**config.mk**
```make
export PLATFORM = sky130hd
export DESIGN_NAME = serial_adder
export DESIGN_NICKNAME = d
export VERILOG_FILES = /design/src/rtl/serial_adder.sv
export SDC_FILE = /design/constraint.sdc
export NUM_CORES = 1
export LEC_CHECK = 0
export BUFFER_PORTS_ARGS = -buffer_cell sky130_fd_sc_hd__buf_2
export CORE_MARGIN = 2
export CORE_UTILIZATION = 53
export CTS_BUF_LIST = sky130_fd_sc_hd__clkbuf_8
export DETAILED_ROUTE_END_ITERATION = 12
export HOLD_SLACK_MARGIN = 0.02
export PLACE_DENSITY_LB_ADDON = 0.05
export REMOVE_ABC_BUFFERS = 1
export SYNTH_ARGS = -nofsm -noshare
export SYNTH_HDL_FRONTEND = slang
export SYNTH_SLANG_ARGS = --single-unit
```
**constraint.sdc**
```tcl
create_clock -name clk -period 2.1 [get_ports clk]
set_clock_uncertainty 0.15 [all_clocks]
set_input_delay 0.21 -clock clk [delete_from_list [all_inputs] [get_ports clk]]
set_output_delay 0.21 -clock clk [all_outputs]
set_load 0.02 [all_outputs]
```
**src/rtl/serial_adder.sv**
```systemverilog
// +--------------------------------------------------------------------------+
// | Module      : serial_adder (with leaf one_bit_adder)                     |
// | Description : Bit-serial unsigned adder. Operands are latched on the     |
// |               accepting edge and summed LSB first, one bit per clock,    |
// |               through a single full-adder cell and a carry flip-flop.    |
// |               Optional macro SERIAL_ADDER_OVF_EN adds a registered       |
// |               signed-overflow output (ovf).                              |
// | Revision    : 1.0 - initial release                                      |
// +--------------------------------------------------------------------------+
`default_nettype none

module one_bit_adder (
  input  logic a,
  input  logic b,
  input  logic c_in,
  output logic sum,
  output logic c_out
);

  assign sum   = a ^ b ^ c_in;
  assign c_out = (a & b) | (c_in & (a ^ b));

endmodule

module serial_adder #(
  parameter int WIDTH = 8
) (
  input  logic             clk,
  input  logic             rst_n,
  input  logic             start,
  input  logic [WIDTH-1:0] a,
  input  logic [WIDTH-1:0] b,
  input  logic             c_in,
  output logic             busy,
  output logic             done,
  output logic [WIDTH-1:0] sum,
`ifdef SERIAL_ADDER_OVF_EN
  output logic             c_out,
  output logic             ovf
`else
  output logic             c_out
`endif
);

  // Counter only needs to reach WIDTH-1; WIDTH >= 2 keeps this at least 1 bit.
  localparam int                 c_cnt_w = $clog2(WIDTH);
  localparam logic [c_cnt_w-1:0] c_last  = c_cnt_w'(WIDTH - 1);
  localparam logic [c_cnt_w-1:0] c_one   = c_cnt_w'(1);

  typedef enum logic [1:0] {
    IDLE = 2'd0,
    RUN  = 2'd1,
    DONE = 2'd2
  } state_t;

  state_t             r_state;
  state_t             w_next;
  logic [WIDTH-1:0]   r_a;
  logic [WIDTH-1:0]   r_b;
  // Holds the WIDTH-1 bits already produced; the final bit joins them on the
  // completing edge, so a full-width partial register is never needed.
  logic [WIDTH-2:0]   r_res;
  logic               r_carry;
  logic [c_cnt_w-1:0] r_cnt;
  logic [WIDTH-1:0]   r_sum;
  logic               r_cout;
  logic               w_s;
  logic               w_co;
  logic               w_accept;
  logic               w_last;
  logic [WIDTH-1:0]   w_shifted;

  one_bit_adder u_bit (
    .a     (r_a[0]),
    .b     (r_b[0]),
    .c_in  (r_carry),
    .sum   (w_s),
    .c_out (w_co)
  );

  // New sum bit enters from the MSB side, pushing earlier bits toward the LSB.
  assign w_shifted = {w_s, r_res};
  assign sum       = r_sum;
  assign c_out     = r_cout;

  // State register.
  always_ff @(posedge clk or negedge rst_n) begin
    if (!rst_n) r_state <= IDLE;
    else        r_state <= w_next;
  end

  // Next-state decode and status outputs.
  always_comb begin
    w_next   = r_state;
    busy     = 1'b0;
    done     = 1'b0;
    w_accept = 1'b0;
    w_last   = (r_cnt == c_last);
    case (r_state)
      IDLE: begin
        if (start) begin
          w_accept = 1'b1;
          w_next   = RUN;
        end
      end
      RUN: begin
        busy = 1'b1;
        if (w_last) w_next = DONE;
      end
      DONE: begin
        done   = 1'b1;
        w_next = IDLE;
      end
      default: w_next = IDLE;
    endcase
  end

  // Operand shifting, carry tracking and result capture.
  always_ff @(posedge clk or negedge rst_n) begin
    if (!rst_n) begin
      r_a     <= '0;
      r_b     <= '0;
      r_res   <= '0;
      r_carry <= 1'b0;
      r_cnt   <= '0;
      r_sum   <= '0;
      r_cout  <= 1'b0;
    end else if (w_accept) begin
      r_a     <= a;
      r_b     <= b;
      r_carry <= c_in;
      r_cnt   <= '0;
    end else if (r_state == RUN) begin
      r_a     <= {1'b0, r_a[WIDTH-1:1]};
      r_b     <= {1'b0, r_b[WIDTH-1:1]};
      r_res   <= w_shifted[WIDTH-1:1];
      r_carry <= w_co;
      r_cnt   <= r_cnt + c_one;
      if (w_last) begin
        r_sum  <= w_shifted;
        r_cout <= w_co;
      end
    end
  end

`ifdef SERIAL_ADDER_OVF_EN
  logic r_ovf;

  assign ovf = r_ovf;

  // Signed overflow: carry into the MSB (the carry flop on the last bit)
  // differs from the carry out of the MSB.
  always_ff @(posedge clk or negedge rst_n) begin
    if (!rst_n)                          r_ovf <= 1'b0;
    else if ((r_state == RUN) && w_last) r_ovf <= r_carry ^ w_co;
  end
`endif

endmodule

`default_nettype wire

```
# ---- Word-level counts from Yosys, hierarchy flattened
# Index checks and enable logic that the tools add are counted.
# Widths: inputs -> output; s select.
dict set report totals {
  ff_bits 38
  in_bits 20
  out_inout_bits 11
  elab_cells 40
}
dict set report classes {
  n_addsub 1
  n_eq_ne 5
  n_mux 15
  bitwise_logic 6
  reduce_logical 5
}
# cell n
set ops {}
lappend ops {{$mux 8} 4}
lappend ops {{$mux 1} 6}
lappend ops {{$mux 3} 2}
lappend ops {{$mux 2} 2}
lappend ops {{$ne 2x2->1 const B} 2}
lappend ops {{$pmux 2 s2} 1}
lappend ops {{$reduce_and 2->1} 2}
lappend ops {{$add 3x1->3 const B} 1}
lappend ops {{$eq 3x3->1 const B} 1}
lappend ops {{$reduce_and 3->1} 1}
lappend ops {{$and 1x1->1} 2}
lappend ops {{$eq 2x1->1 const B} 1}
lappend ops {{$eq 2x2->1 const B} 1}
lappend ops {{$logic_not 2->1} 1}
lappend ops {{$reduce_bool 2->1} 1}
lappend ops {{$xor 1x1->1} 2}
lappend ops {{$not 1->1} 1}
lappend ops {{$or 1x1->1} 1}

# ---- Depth between registers and ports, before layout
dict set report logic_depth {
  word_depth 5
  mapped_depth 5
  mapped_depth_nobuf 4
}

# ---- Cells and area by module
# Synthesis repeated with hierarchy kept, for this count alone.
dict set report unflattened {
  cells_unflattened 155
  area_unflattened_um2 1809.2
}
# module n_inst cells_per_inst area_per_inst_um2 seq_area_each_um2
set modules_own_cells {}
lappend modules_own_cells {serial_adder 1 154 1789.2 950.9}
lappend modules_own_cells {one_bit_adder 1 1 20.0 0.0}

# ---- Least setup slack after synthesis
# Ideal clock, no wire load.
dict set report synth_path {
  path_kind {register to register}
  start {reg r_cnt[0]}
  end {reg r_cout, in the netlist c_out}
  setup_time_ps 125
  t_arrival_ps 1219
  t_required_ps 1825
  setup_slack_ps 606
  stages_incl_launch_ff 5
  path_buffers 0
  synth_period_minus_slack_ps 1494
  cell_sequence {dfrtp_1 -> ha_1 -> ha_1 -> nand2_4 -> mux2_4}
}
dict set report synth_via {
  elab_chain_len 2
}
# item line_no
set synth_lines {}
lappend synth_lines {{start, declared} 64} ;# logic [c_cnt_w-1:0] r_cnt;
lappend synth_lines {{start signal, assigned} 138} ;# r_cnt <= r_cnt + c_one;
lappend synth_lines {{$eq 3x3->1} 98} ;# w_last = (r_cnt == c_last);
lappend synth_lines {{$reduce_and 3->1 (no line)} --}
lappend synth_lines {{end signal, assigned} 141} ;# r_cout <= w_co;
lappend synth_lines {{end, declared} 66} ;# logic r_cout;
# Every way passes these cells.
# A chain may end at the register's enable or synchronous reset.

# ---- Worst setup path in the final report
dict set report layout_path {
  start {reg r_state[0]}
  end {out busy}
}
dict set report layout_via {
  elab_chain_len 2
}
# item line_no
set layout_lines {}
lappend layout_lines {{start, declared} 56} ;# state_t r_state;
lappend layout_lines {{start signal, assigned} 89} ;# else r_state <= w_next;
lappend layout_lines {{$eq 2x1->1} 99} ;# case (r_state)
lappend layout_lines {{$mux 1} 99}
lappend layout_lines {{end, declared} 34} ;# output logic busy,
# Every way passes these cells.

==> impl_results.md <==
* RSZ-0062 raised after global routing: false
* Fraction of layout cells with a size suffix above 1 at 33.2%
* Yosys top cell by area: dfrtp_1
* # fillers at about 250
* Min Tclk post-route at ~2 ns
* Routed wire length at approximately 3300 um
* Initial DRC count at 50
* Top cells by count, synth: 38 x dfrtp_1, 28 x nand2_1, 10 x o21ai_0, 9 x mux2_4, 7 x nand2b_1
* Buf/Inv on CP at 3
* Root Driver: clkbuf_8
* R2R depth at 4
* Routed via count at between 1k and 1.5k
* Slowest cell on crit path: dfrtp_1
* Crit path largest cell delay at 0.63 ns
* Antenna Nets Post-Route at 0
* Max Root-Sink Buffers at 2
* R2r setup slk at about 0.40 ns
* DRT Pass-1 Iters at 4
* Yosys reg bits at 38
* Syn avg cell area at 11.6 um^2
* IO Port Bufs at 30
* Synth top area share at a little over half
* Hold Path Class: in -> reg
* Std-Cell Rows at 20
* Routability cong. at 0.797
* # DRC at 0
* Dpl ws at approximately 0.40 ns
* Core area at roughly 0.0031 mm^2
* CP Data Arrival Time at between 1.5 and 2 ns
* Setup TNS at 0 ns
* Fin. max-slew vios at 0
* Reg-to-Reg End: r_cnt[1]
* Critical Path End Type: primary output
* Synth cell types at 29
* Most area-consuming cells after synthesis: dfrtp_1 55%, mux2_4 7.8%, nand2_1 6.1%
* Seq/Total Area, Yosys at between 50% and 60%
* Worst slew margin at between 40% and 50%
* Die Wd at around 61 um
* Critical path depth in cells at 4
* Setup crit end: busy
* Number of antenna violations at the first check in global routing at 0
* Largest net degree at the start of global routing at 39
* Critical path launch point type: flop
* Worst-path clk slew at 0.07 ns
* Main flop type after synthesis: dfrtp_1
* WL/cell at around 14 um
* VDD IR max at roughly 860 uV
* Worst setup path category: reg -> out
* Leakage power total at roughly 1.0 nW
* Total CTS buffers at 5
* CTS tree: built
* Power per standard cell area at between 1500 and 2000 mW/mm^2
* FF-to-FF Start: r_state[0]
* Max-cap violation count at 0
* Crit path required time at around 1.7 ns
* Total gr overflow at 0
* CP top delay family: flip-flops
* Vias in the first global route at around 1.2k
* Final hold vios at 0
* P&R area growth vs syn at 19.4%
* H-tree levels at 2
* YS warnings at 0
* Crit path launch: r_state[0]
* Crit Path Max Fanout at 16
* Die height at between 60 and 70 um
* DIE AREA at roughly 0.0037 mm^2
* Boundary Pins at 31
* Mapped Cells at between 100 and 150
* Total power at around 0.0032 W
* Netlist Area Pre-Place at roughly 0.0017 mm^2
* Status: finished clean
* Setup Viol. Count Final at 0
* First-pass GRT wire length at roughly 5600 um
* Vias per inst at ~5.3
* CP Cell Sequence: nand2b_1 -> inv_2 -> buf_4 -> buf_2
* CTS sink count at 38
* Most common cell in the netlist: dfrtp_1
* Post-CTS setup buffers at 0
* Number of flops mapped to enable cells by yosys at 0
* F_max at around 510 MHz
* Antenna Cells at 0
* Nets@finish at 209
* Detail Placement HPWL at roughly 2300 um
* Final worst setup slack at 0.144 ns
* Post-route clock period utilization at 93.1%
* Clk_lat worst skew at around 0.29 ns
* Share of flip-flops with an asynchronous set or reset at 100%
* Worst slew pin tran at 0.816 ns
* Initial core utilization at a little under three fifths
* GRT Total Usage at about a fifth
-- flip-flops by register name, indices dropped and copies added, names as in the netlist --
| register | flops |
|---|---|
| sum | 8 |
| r_cnt | 3 |
| r_a | 8 |
| c_out | 1 |
| r_state | 2 |
| r_b | 8 |
| r_res | 7 |
| r_carry | 1 |
-- metal layers --
| metal | GRT usage [%] | wire length [um] |
|---|---|---|
| met5 | 0 | 0 |
| met2 | 33.0 | 1600 |
| met3 | 4.83 | 149 |
| met4 | 10.6 | 64 |
| met1 | 26.4 | 1470 |
-- tightest hold or removal path, stage by stage --
cell      delay [ns]
buf_2           0.08
nor3_1          0.04
a211oi_2        0.17
-- metrics by stage --
step                      instance area, um^2  util, %  instances  hold slack [ns]
after floorplan                          1690        -        142           -0.236
final                                    2070     67.1        231            0.112
after detailed placement                 1930     62.6        220            0.200
after global placement                   1930     62.6        220            0.194
after CTS                                2070     67.1        231            0.109
after global routing                     2070     67.1        231            0.119
-- layout by cell type (no fill, tap or decap), drive strengths merged, types with 3 or more instances in the layout --
| cell | count |
|---|---|
| dfrtp | 38 |
| buf | 34 |
| nand2 | 29 |
| o21ai | 11 |
| mux2 | 9 |
| nand2b | 8 |
| inv | 7 |
| a2bb2oi | 5 |
| o22a | 5 |
| a221o | 5 |
| clkbuf | 5 |
| nor3 | 3 |
| nor3b | 3 |
| a211oi | 3 |
| dlygate4sd3 | 3 |
| nor2 | 3 |
-- layout make-up --
type                       instances  area, um^2  share of cell area, %
multi-input combinational         97         714                   34.6
timing repair buffer              37         210                   10.2
inverter                           7        26.3                   1.27
clock buffer                       5        68.8                   3.33
clock inverter                     3        40.0                   1.94
sequential                        38         951                   46.0
tap                               44        55.1                   2.67
-- where the power goes --
part	internal, W	leakage [nW]	switching (W)
sequential	0.00108	0.461	0.000243
combinational	0.000618	0.515	0.000625
clock	0.000349	0.0579	0.000252
total	0.00204	1.03	0.00112
-- how the worst min path moves through the flow --
stage          start     end  cells past startpoint
3_3_place_gp   rst_n   c_out                      1
3_5_place_dp   rst_n  sum[7]                      1
6_report        b[2]  r_b[2]                      3
2_1_floorplan  rst_n   c_out                      0
5_1_grt         b[2]  r_b[2]                      3
4_1_cts         b[2]  r_b[2]                      3
-- kinds of logic (layout without fill, tap and decap cells) --
family	Yosys count	count (layout)	share of synthesized area [%]
multiplexers	9	9	7.81
buffers and inverters	14	52	3.76
AO/OA/AOI/OAI	34	34	15.9
flip-flops	38	38	55.0
AND/OR/NAND/NOR	51	51	15.0
adder cells (fa/ha/maj)	3	3	2.60
-- timing repair --
action / in CTS / in global routing
hold endpoints to repair: 40 / 0
hold buffers: 3 / 0
gates resized for setup: 0 / 0
Note: power is estimated with default switching activity, not from simulation.
